[src/rtl/uart_th_commander.sv]
// uart_th_commander: host-side initiator for the threshold-tuning UART exchange.
// One accepted command sends the mode letter and the direction letter, checks that
// each comes back as an echo, then collects the updated threshold: two bytes
// MSB-first for solar ('A'), one signed byte for every other mode.
module uart_th_commander #(
  parameter int unsigned TIMEOUT_CYCLES = 50_000_000
) (
  input  logic        clk,
  input  logic        rst,
  input  logic        cmd_valid,
  output logic        cmd_ready,
  input  logic [3:0]  cmd_mode,
  input  logic        cmd_dir,
  output logic [7:0]  tx_data,
  output logic        tx_start,
  input  logic        tx_idle,
  input  logic [7:0]  rx_data,
  input  logic        rx_valid,
  output logic        rsp_valid,
  output logic [15:0] rsp_value,
  output logic [1:0]  rsp_err
);

  typedef enum logic [2:0] {
    IDLE,
    SEND_MODE,
    WAIT_MODE_ECHO,
    SEND_DIR,
    WAIT_DIR_ECHO,
    WAIT_MSB,
    WAIT_LSB,
    DONE
  } state_t;

  localparam logic [31:0] TIMEOUT_LAST = 32'(TIMEOUT_CYCLES - 1);
  localparam logic [1:0]  ERR_OK       = 2'd0;
  localparam logic [1:0]  ERR_TIMEOUT  = 2'd1;
  localparam logic [1:0]  ERR_ECHO     = 2'd2;
  localparam logic [1:0]  ERR_MODE     = 2'd3;
  localparam logic [3:0]  MAX_MODE     = 4'd8;
  localparam logic [3:0]  SOLAR_MODE   = 4'd0;
  localparam logic [7:0]  BYTE_A       = 8'h41;
  localparam logic [7:0]  BYTE_INC     = 8'h77;
  localparam logic [7:0]  BYTE_DEC     = 8'h73;

  state_t      state;
  state_t      next_state;
  logic [3:0]  mode_q;
  logic        dir_q;
  logic [7:0]  msb_q;
  logic [31:0] wait_cnt;

  logic        in_wait;
  logic        timed_out;
  logic        load_cmd;
  logic        do_send;
  logic [7:0]  send_byte;
  logic        capture_msb;
  logic        finish;
  logic [15:0] fin_value;
  logic [1:0]  fin_err;

  assign cmd_ready = (state == IDLE);
  assign in_wait   = (state == WAIT_MODE_ECHO) || (state == WAIT_DIR_ECHO) ||
                     (state == WAIT_MSB) || (state == WAIT_LSB);
  assign timed_out = in_wait && (wait_cnt == TIMEOUT_LAST);

  // State register; reset drops any exchange in flight without responding.
  always_ff @(posedge clk) begin
    if (rst) begin
      state <= IDLE;
    end else begin
      state <= next_state;
    end
  end

  // Next-state and per-cycle actions; a received byte takes priority over a timeout.
  always_comb begin
    next_state  = state;
    load_cmd    = 1'b0;
    do_send     = 1'b0;
    send_byte   = 8'h00;
    capture_msb = 1'b0;
    finish      = 1'b0;
    fin_value   = 16'h0000;
    fin_err     = ERR_OK;
    case (state)
      IDLE: begin
        if (cmd_valid) begin
          load_cmd = 1'b1;
          if (cmd_mode > MAX_MODE) begin
            finish     = 1'b1;
            fin_err    = ERR_MODE;
            next_state = DONE;
          end else begin
            next_state = SEND_MODE;
          end
        end
      end
      SEND_MODE: begin
        if (tx_idle) begin
          do_send    = 1'b1;
          send_byte  = BYTE_A + {4'h0, mode_q};
          next_state = WAIT_MODE_ECHO;
        end
      end
      WAIT_MODE_ECHO: begin
        if (rx_valid) begin
          if (rx_data == tx_data) begin
            next_state = SEND_DIR;
          end else begin
            finish     = 1'b1;
            fin_err    = ERR_ECHO;
            next_state = DONE;
          end
        end else if (timed_out) begin
          finish     = 1'b1;
          fin_err    = ERR_TIMEOUT;
          next_state = DONE;
        end
      end
      SEND_DIR: begin
        if (tx_idle) begin
          do_send    = 1'b1;
          send_byte  = dir_q ? BYTE_INC : BYTE_DEC;
          next_state = WAIT_DIR_ECHO;
        end
      end
      WAIT_DIR_ECHO: begin
        if (rx_valid) begin
          if (rx_data == tx_data) begin
            next_state = WAIT_MSB;
          end else begin
            finish     = 1'b1;
            fin_err    = ERR_ECHO;
            next_state = DONE;
          end
        end else if (timed_out) begin
          finish     = 1'b1;
          fin_err    = ERR_TIMEOUT;
          next_state = DONE;
        end
      end
      WAIT_MSB: begin
        if (rx_valid) begin
          if (mode_q == SOLAR_MODE) begin
            capture_msb = 1'b1;
            next_state  = WAIT_LSB;
          end else begin
            finish     = 1'b1;
            fin_value  = {{8{rx_data[7]}}, rx_data};
            next_state = DONE;
          end
        end else if (timed_out) begin
          finish     = 1'b1;
          fin_err    = ERR_TIMEOUT;
          next_state = DONE;
        end
      end
      WAIT_LSB: begin
        if (rx_valid) begin
          finish     = 1'b1;
          fin_value  = {msb_q, rx_data};
          next_state = DONE;
        end else if (timed_out) begin
          finish     = 1'b1;
          fin_err    = ERR_TIMEOUT;
          next_state = DONE;
        end
      end
      DONE: begin
        next_state = IDLE;
      end
      default: begin
        next_state = IDLE;
      end
    endcase
  end

  // Registered outputs, latched command, captured MSB and the per-wait timeout counter.
  always_ff @(posedge clk) begin
    if (rst) begin
      tx_start  <= 1'b0;
      tx_data   <= 8'h00;
      rsp_valid <= 1'b0;
      rsp_value <= 16'h0000;
      rsp_err   <= ERR_OK;
      mode_q    <= 4'h0;
      dir_q     <= 1'b0;
      msb_q     <= 8'h00;
      wait_cnt  <= 32'h0;
    end else begin
      tx_start  <= do_send;
      rsp_valid <= finish;
      if (do_send) begin
        tx_data <= send_byte;
      end
      if (finish) begin
        rsp_value <= fin_value;
        rsp_err   <= fin_err;
      end
      if (load_cmd) begin
        mode_q <= cmd_mode;
        dir_q  <= cmd_dir;
      end
      if (capture_msb) begin
        msb_q <= rx_data;
      end
      if (next_state != state) begin
        wait_cnt <= 32'h0;
      end else if (in_wait) begin
        wait_cnt <= wait_cnt + 32'd1;
      end
    end
  end

endmodule

[config.mk]
export PLATFORM = sky130hd
export DESIGN_NAME = uart_th_commander
export DESIGN_NICKNAME = d
export VERILOG_FILES = /design/src/rtl/uart_th_commander.sv
export SDC_FILE = /design/constraint.sdc
export NUM_CORES = 1
export LEC_CHECK = 0
export ABC_AREA = 1
export CORE_ASPECT_RATIO = 0.7
export CORE_MARGIN = 2
export CORE_UTILIZATION = 66
export CTS_BUF_LIST = sky130_fd_sc_hd__clkbuf_8
export DETAILED_ROUTE_END_ITERATION = 7
export DONT_BUFFER_PORTS = 1
export PLACE_DENSITY = 0.91
export SLEW_MARGIN = 20
export SYNTH_ARGS = -nofsm -noshare
export SYNTH_HDL_FRONTEND = slang
export SYNTH_SLANG_ARGS = --single-unit
[constraint.sdc]
create_clock -name clk -period 2.15 [get_ports clk]
set_input_delay 0.43 -clock clk [delete_from_list [all_inputs] [get_ports clk]]
set_output_delay 0.43 -clock clk [all_outputs]
set_load 0.01 [all_outputs]
==> flow_metrics.py, run 1 <==
metrics = {
    "status": {
        "violations": "design-rule violations",
        "status": "complete, but fails checks",
    },
    "route": {
        "ant_nets": 0,
        "drc_errors": 1,
        "drt_iter0_drc": 406,
        "viasPerCell": 5.84,
        "dr.pass1.iters": 7,
        "post_drt_wl_per_cell_um": 15.9,
        "vias": 3792,
        "finalWirelength_um": 10300,
    },
    "yosys": {
        "yosysMostFrequentCell": "nand2_1",
        "synthTopCellsByArea": "dfxtp_1, nand2_1, nor2_1",
        "async_flop_share": 0,
        "synth_edf_count": 0,
        "synth_top_area_share": 0.378,
        "synth_nets": 581,
        "syn_area_um2": 3970,
        "synthDistinctLibCells": 43,
        "synth_flop_cell": "dfxtp_1",
        "synth.top_cells.by_count": "nand2_1, nor2_1, dfxtp_1",
        "synth_cells": 560,
        "ys_ff_latch": 75,
        "ys_seq_area_frac": 0.378,
        "synth_warnings": 0,
        "synth_top_cell_by_area": "dfxtp_1",
        "synth_area_per_cell_um2": 7.10,
    },
    "power": {
        "powerDensity_nw_per_um2": 1040,
        "power.leakage_nw": 1.70,
        "peakVddDrop_uv": 1120,
        "fin_total_pwr_mw": 4.57,
    },
    "global_routing": {
        "busiest_layer": "met2",
        "grt_pass1_vias": 3134,
        "grt_max_degree": 33,
        "antenna_found_initial": 0,
        "use_met1": 0.398,
        "grt-ovfl-total": 0,
        "gr-usage-met2": 0.429,
        "grt_pass1_wl_um": 15000,
        "use_met3": 0.0847,
        "track_usage": 0.288,
    },
    "finish": {
        "drive_gt1_frac": 0.150,
        "regArea_um2": 1510,
        "fillers": 415,
        "final_core_util": 0.760,
        "nets": 590,
        "diodes": 0,
        "multi_input_area_um2": 2110,
        "syn2layout_area_growth_pct": 10.0,
    },
    "setup_path": {
        "cp.required_ns": 2.43,
        "worst-path-max-fanout": 17,
        "crit_path_end_kind": "register",
        "arrival_ns": 2.40,
        "crit_path_start_kind": "register",
        "critical_path_class": "reg2reg",
        "worst-path-buf-inv": 1,
        "critPathMaxStageDelay_ns": 0.35,
        "path_cells": "inv_4, nand2_2, nand2_8, nand2_1, nor2_4, nand2_2, nor3_4, nand2_1, nor2_1, xor2_1, nor2_1",
        "cp_top_family": "simple AND/OR/NAND/NOR gates",
        "slowest_stage": "dfxtp_2",
    },
    "clocking": {
        "clockBufferDepth": 2,
        "cts_root_buffer": "clkbuf_8",
        "cts-buffers-inserted": 9,
        "hold_buffers": 0,
        "cts_tree": "done",
        "clock_latency_ns": 0.38,
        "htree_levels": 3,
        "clkSinkCount": 75,
        "clk_pin_slew_ns": 0.09,
    },
    "floorplanning": {
        "io_pins": 47,
        "die_x_um": 96.7,
        "die_y_um": 68.9,
        "fp.dieArea_um2": 6670,
        "core_area_um2": 5760,
        "std_cell_rows": 23,
        "start_util": 0.690,
    },
    "placement": {
        "dp_hpwl_um": 6960,
        "portBuffers": 0,
        "place_congestion": 0.927,
    },
    "sta": {
        "hold_viol": 0,
        "timing.hold.ws_ns": 0.106,
        "timing.fmax_mhz": 472,
        "report.final.slew_viol_count": 0,
        "finalCriticalPeriod_ns": 2.12,
        "finalClockSkew_ns": 0.00810,
        "setup_viol": 0,
        "fin_crit_sh": 0.985,
    },
    "min_path": {
        "hold_class": "in2reg",
    },
    "flow_run": {
        "max-cap-violations": 0,
    },
}
## cells in the final DEF, fill, tap and decap left out, types with 2 or more instances in the layout
master	n
nand2_1	90
nor2_1	84
inv_1	70
dfxtp_1	70
nand3_1	39
a21oi_1	31
xor2_1	27
nand4_1	22
o21ai_0	21
nor2_2	17
nor3_1	12
nand2_2	11
buf_4	11
clkbuf_8	9
nor2_4	6
xnor2_1	4
dfxtp_2	4
inv_6	3
a211oi_1	3
nor4_1	3
inv_4	2
nand2_4	2
a21oi_2	2
nand3_4	2
ha_1	2
clkinvlp_4	2
clkbuf_16	2
## report_power, final
| part | switching [mW] | total, mW | internal (mW) |
|---|---|---|---|
| Clock | 0.611 | 1.16 | 0.553 |
| Sequential | 0.218 | 1.80 | 1.58 |
| Combinational | 1.04 | 1.60 | 0.564 |
## per-stage QoR
step / cells / TNS [ns] / setup WS, ns / area (µm²)
6_report: 649 / 0 / 0.0314 / 4370
5_1_grt: 649 / -0.0406 / -0.0199 / 4370
4_1_cts: 641 / 0 / 0.125 / 4220
3_5_place_dp: 625 / 0 / 0.0304 / 4010
3_3_place_gp: 625 / 0 / 0.214 / 4010
2_1_floorplan: 560 / 0 / 0.311 / 3970
## logic make-up (layout without fill, tap and decap cells)
logic type,Yosys count,count (layout),share of synthesized area
AND/OR/NAND/NOR,295,295,0.354
flip-flops,75,75,0.378
AO/OA/AOI/OAI,63,63,0.0869
buffers and inverters,92,106,0.103
adder cells (fa/ha/maj),3,3,0.00945
XOR/XNOR,31,31,0.0683
other,1,1,0.000944
## timing repair
action | in CTS | in global routing
setup endpoints to repair | 1 | 38
pin swaps | 0 | 3
gates resized for setup | 1 | 18
setup buffers | 0 | 5
cloned | 0 | 3
## path summary, 6_finish.rpt
kind | startpoint | end | slack [ns] | cells after the start
max reg2reg | state[0] | wait_cnt[15] | 0.03 | 11
min reg2reg | msb_q[4] | msb_q[4] | 0.45 | 2
min | rst | state[0] | 0.11 | 1
max | state[0] | wait_cnt[15] | 0.03 | 11
## registers in the layout, summed over array words and instances (netlist names)
| name | count |
|---|---|
| rsp_err | 2 |
| state | 3 |
| tx_start | 1 |
| rsp_valid | 1 |
| tx_data | 7 |
| rsp_value | 16 |
| mode_q | 4 |
| dir_q | 1 |
| wait_cnt | 32 |
| msb_q | 8 |
## final cells by class
class,instances,area share
multi-input combinational,393,0.482
timing repair buffer,15,0.0375
inverter,75,0.0667
tap,75,0.0215
clock inverter,7,0.0189
clock buffer,9,0.0283
sequential,75,0.345
## worst reg2reg max path, delay by kind of cell, from the launching register on
kind,cells,cell delay [ns]
buffers and inverters,1,0.11
and+or+nand+nor,9,1.38
xor gates and xnor gates,1,0.20
DFF,1,0.35
## layer usage
layer / wire length, µm / up-vias
li1: - / 1804
met1: 4450 / 1739
met2: 4450 / 217
met3: 1160 / 32
met4: 250 / 0
met5: 0 / -
Power figures use the tool's default switching activity.
==> run 2, diff against run 1 <==
--- a/config.mk
+++ b/config.mk
@@ -12,6 +12,7 @@
 export CTS_BUF_LIST = sky130_fd_sc_hd__clkbuf_8
 export DETAILED_ROUTE_END_ITERATION = 7
 export DONT_BUFFER_PORTS = 1
+export MAX_ROUTING_LAYER = met4
 export PLACE_DENSITY = 0.91
 export SLEW_MARGIN = 20
 export SYNTH_ARGS = -nofsm -noshare
==> constraint.sdc (replaced) <==
create_clock -name clk -period 2.15 [get_ports clk]
set_input_delay 0.5375 -clock clk [delete_from_list [all_inputs] [get_ports clk]]
set_output_delay 0.5375 -clock clk [all_outputs]
set_load 0.01 [all_outputs]
==> flow_metrics.py, run 2 (synthesis gave the netlist of run 1 again) <==
metrics = {
    "finish": {
        "final_area_um2": 4290,
        "nets": 586,
        "layout_common_cells": "nand2_1, nor2_1, dfxtp_1, inv_1, nand3_1",
        "drive_gt1_frac": 0.140,
        "regMostFlops": "wait_cnt",
        "syn2layout_area_growth_pct": 7.97,
        "largest_register_ffs": 32,
        "fillers": 457,
        "reg_top3": "wait_cnt (32), rsp_value (16), msb_q (8)",
        "diodes": 0,
        "final_common_cell": "nand2_1",
    },
    "sta": {
        "finalCriticalPeriod_ns": 2.03,
        "worst_slack_ns": 0.119,
        "rsz0062_at_grt": "true",
        "setup_viol": 0,
        "timing.hold.ws_ns": 0.223,
        "hold_viol": 0,
        "finalClockSkew_ns": 0.0157,
        "fin_crit_sh": 0.945,
        "report.final.slew_viol_count": 0,
        "timing.fmax_mhz": 492,
    },
    "clocking": {
        "clkSinkCount": 75,
        "cts-buffers-inserted": 9,
        "cts_tree": "done",
        "clock_latency_ns": 0.37,
        "cts_root_buffer": "clkbuf_8",
        "clockBufferDepth": 2,
        "htree_levels": 3,
        "hold_buffers": 0,
        "clk_pin_slew_ns": 0.10,
    },
    "power": {
        "fin_total_pwr_mw": 4.32,
        "power.leakage_nw": 1.65,
        "peakVddDrop_uv": 915,
        "powerDensity_nw_per_um2": 1010,
    },
    "setup_path": {
        "path_cells": "nand2_2, nand2_8, nand2_1, nor2_2, nand2_2, nor3_4, nand2_1, nor2_1, xor2_1, nor2_1",
        "r2r-end": "wait_cnt[15]",
        "slowest_stage": "dfxtp_2",
        "arrival_ns": 2.29,
        "crit_path_start_kind": "register",
        "ff2ff_path_depth": 10,
        "crit_path_end_kind": "register",
        "worst-path-max-fanout": 17,
        "ff2ff_setup_slack_ns": 0.12,
        "critical_path_class": "reg2reg",
        "r2r-start": "state[1]",
        "critPathMaxStageDelay_ns": 0.46,
        "cp.required_ns": 2.41,
    },
    "placement": {
        "dp_hpwl_um": 6830,
        "place_congestion": 0.935,
        "dpl-instance-area_um2": 4010,
        "post-place-ws_ns": 0.0168,
        "portBuffers": 0,
    },
    "global_routing": {
        "grt_max_degree": 33,
        "grt_pass1_vias": 3115,
        "antenna_found_initial": 0,
        "track_usage": 0.281,
        "grt-ovfl-total": 0,
        "grt_pass1_wl_um": 14400,
    },
    "floorplanning": {
        "start_util": 0.690,
        "core_area_um2": 5760,
        "die_y_um": 68.9,
        "die_x_um": 96.7,
        "io_pins": 47,
        "std_cell_rows": 23,
        "fp.dieArea_um2": 6670,
    },
    "route": {
        "dr.pass1.iters": 5,
        "finalWirelength_um": 9470,
        "drc_errors": 0,
        "post_drt_wl_per_cell_um": 14.7,
        "vias": 3652,
        "ant_nets": 0,
        "drt_iter0_drc": 350,
        "viasPerCell": 5.66,
    },
    "min_path": {
        "holdPathStages": 1,
        "hold_class": "in2reg",
        "min_from": "rst",
        "min_to": "rsp_value[2]",
    },
    "flow_run": {
        "max-cap-violations": 0,
    },
    "status": {
        "status": "finished, final reports clean",
    },
}
[run 2: changes by cell type in the layout (fill, tap and decap cells not counted)]
cell        before  now
bufinv_16        1    0
clkbuf_16        2    1
clkinvlp_4       2    4
dfxtp_1         70   71
inv_4            2    1
buf_4           11    8
nor3_1          12   13
nor3_2           1    0
inv_2            1    2
clkinv_4         1    0
dfxtp_4          1    0
[run 2: worst max-delay path by stage]
stage / start / to / slack (ns)
final: state[1] / wait_cnt[15] / 0.12
after global routing: mode_q[0] / wait_cnt[13] / -0.01
after CTS: tx_data[3] / rsp_value[14] / 0.12
after detailed placement: state[1] / wait_cnt[25] / 0.02
after global placement: state[1] / wait_cnt[25] / 0.06
after floorplan: wait_cnt[0] / rsp_value[14] / 0.31
[run 2: worst max-delay path: cells and delay by family (launching register included)]
kind | cells | cell delay (ns)
DFF | 1 | 0.46
and+or+nand+nor | 9 | 1.28
xor gates and xnor gates | 1 | 0.17
[run 2: layout make-up]
cell class	instances	area, µm²	area share
well taps	75	93.8	0.0219
clock buffers	9	124	0.0289
clock inverters	7	58.8	0.0137
multi-input cells	393	2100	0.490
repair buffers	11	116	0.0271
flip-flops and latches	75	1510	0.351
inverters	75	289	0.0674
[run 2: timing repair]
item | in CTS | in global routing
cloned | 0 | 2
endpoints found under the setup margin | 1 | 42
pin swaps | 0 | 1
resized for setup | 1 | 14
buffers inserted | 0 | 2
[run 2: layer usage]
metal  vias up  GRT usage  share of wire
li1       1797          -              -
met1      1684      0.384           0.48
met2       146      0.407           0.42
met3        25     0.0716          0.086
met4         0     0.0951          0.017
met5         -          -              0
[run 2: report_power, final]
part	internal (mW)	leakage, nW	switching (mW)
combinational	0.510	0.958	0.992
sequential	1.58	0.609	0.214
clock	0.434	0.0804	0.590
[run 2: stage by stage]
stage / utilization / std cells / TNS (ns)
finish: 0.745 / 645 / 0
global route: 0.745 / 645 / -0.0564
CTS: 0.729 / 641 / 0
detailed placement: 0.697 / 625 / 0
global placement: 0.697 / 625 / 0
floorplan: - / 560 / 0
==> run 3, diff against run 2 <==
--- a/config.mk
+++ b/config.mk
@@ -8,12 +8,12 @@
 export ABC_AREA = 1
 export CORE_ASPECT_RATIO = 0.7
 export CORE_MARGIN = 2
-export CORE_UTILIZATION = 66
+export CORE_UTILIZATION = 40
 export CTS_BUF_LIST = sky130_fd_sc_hd__clkbuf_8
 export DETAILED_ROUTE_END_ITERATION = 7
 export DONT_BUFFER_PORTS = 1
 export MAX_ROUTING_LAYER = met4
-export PLACE_DENSITY = 0.91
+export PLACE_DENSITY = 0.63
 export SLEW_MARGIN = 20
 export SYNTH_ARGS = -nofsm -noshare
 export SYNTH_HDL_FRONTEND = slang
==> flow_metrics.py, run 3 (synthesis gave the netlist of run 1 again) <==
metrics = {
    "placement": {
        "portBuffers": 0,
        "dpl-instance-area_um2": 4090,
        "dp_hpwl_um": 6910,
        "dp_cells": 680,
        "place_congestion": 0.843,
        "post-place-ws_ns": 0.111,
    },
    "global_routing": {
        "track_usage": 0.181,
        "grt-ovfl-total": 0,
        "grt_pass1_vias": 3014,
        "grt_max_degree": 33,
        "grt_pass1_wl_um": 14600,
        "antenna_found_initial": 0,
    },
    "sta": {
        "timing.fmax_mhz": 504,
        "report.final.slew_viol_count": 0,
        "fin_crit_sh": 0.923,
        "finalCriticalPeriod_ns": 1.99,
        "rsz0062_at_grt": "false",
        "timing.hold.ws_ns": 0.232,
        "setup_viol": 0,
        "finalClockSkew_ns": 0.00897,
        "worst_slack_ns": 0.165,
        "tns_ns": 0,
        "hold_viol": 0,
    },
    "status": {
        "status": "finished, final reports clean",
    },
    "setup_path": {
        "crit_path_start_kind": "register",
        "arrival_ns": 2.28,
        "crit_path_end_kind": "register",
        "critical_path_class": "reg2reg",
        "cp.required_ns": 2.45,
        "worst-path-max-fanout": 8,
    },
    "finish": {
        "regMostFlops": "wait_cnt",
        "layout_common_cells": "nand2_1, nor2_1, dfxtp_1, inv_1, nand3_1",
        "nets": 587,
        "fillers": 988,
        "final_area_um2": 4360,
        "drive_gt1_frac": 0.130,
        "reg_top3": "wait_cnt (32), rsp_value (16), msb_q (8)",
        "syn2layout_area_growth_pct": 9.70,
        "final_core_util": 0.450,
        "diodes": 0,
        "largest_register_ffs": 32,
        "fin_cells": 699,
        "final_common_cell": "nand2_1",
    },
    "clocking": {
        "clk_pin_slew_ns": 0.09,
        "cts_tree": "done",
        "clkSinkCount": 75,
        "clock_latency_ns": 0.36,
        "cts_root_buffer": "clkbuf_8",
        "htree_levels": 3,
        "clockBufferDepth": 2,
        "cts-buffers-inserted": 9,
    },
    "floorplanning": {
        "fp.dieArea_um2": 10800,
        "die_y_um": 87.4,
        "io_pins": 47,
        "std_cell_rows": 30,
        "die_x_um": 123,
        "start_util": 0.410,
        "core_area_um2": 9680,
    },
    "route": {
        "dr.pass1.iters": 5,
        "ant_nets": 0,
        "drc_errors": 0,
        "finalWirelength_um": 9320,
        "post_drt_wl_per_cell_um": 13.3,
        "drt_iter0_drc": 250,
        "vias": 3472,
        "viasPerCell": 4.97,
    },
    "power": {
        "powerDensity_nw_per_um2": 1010,
        "power.leakage_nw": 1.67,
        "peakVddDrop_uv": 425,
        "fin_total_pwr_mw": 4.39,
    },
    "min_path": {
        "hold_class": "in2reg",
    },
    "flow_run": {
        "max-cap-violations": 0,
    },
}
## run 3: critical path: stages, from the launching register on
cell and delay (ns):
dfxtp_1 0.35, ha_1 0.19, inv_1 0.09, nor2_4 0.11
nand2_1 0.09, nor2_2 0.12, nand3_1 0.12, nand3_1 0.09
nand2_1 0.12, nand3_1 0.10, nand2_1 0.06, inv_1 0.08
nand3_4 0.13, clkbuf_16 0.20, nor2_1 0.07
## run 3: layer usage
layer,track usage,part of all wire,vias to the layer above
met5,-,0,-
met2,0.246,0.41,92
li1,-,-,1810
met4,0.0382,0.0097,0
met3,0.0681,0.067,8
met1,0.254,0.51,1562
## run 3: report_power, final
part | internal [mW] | leakage (nW) | total, mW | switching, mW
registers | 1.57 | 0.609 | 1.78 | 0.206
logic | 0.514 | 0.964 | 1.49 | 0.981
clock network | 0.543 | 0.0998 | 1.11 | 0.568
total | 2.63 | 1.67 | 4.39 | 1.76
## run 3: worst paths after layout
check | start | end | slack (ns) | depth (start not counted)
hold / removal | rst | rsp_value[1] | 0.23 | 1
setup reg to reg | wait_cnt[0] | wait_cnt[24] | 0.16 | 14
setup / recovery | wait_cnt[0] | wait_cnt[24] | 0.16 | 14
hold reg to reg | msb_q[4] | msb_q[4] | 0.46 | 2
## run 3: layout make-up
cell class                 instances  area, µm²  area share
multi-input combinational        393       2080       0.477
sequential                        75       1500       0.345
inverter                          75        289      0.0663
tap                              128        160      0.0367
clock buffer                       9        124      0.0284
timing repair buffer              12        124      0.0284
clock inverter                     7       77.6      0.0178
## run 3: repair_timing
action	in CTS	in global routing
setup endpoints to repair	0	41
hold buffers	0	0
setup buffers	0	1
resized for setup	0	7
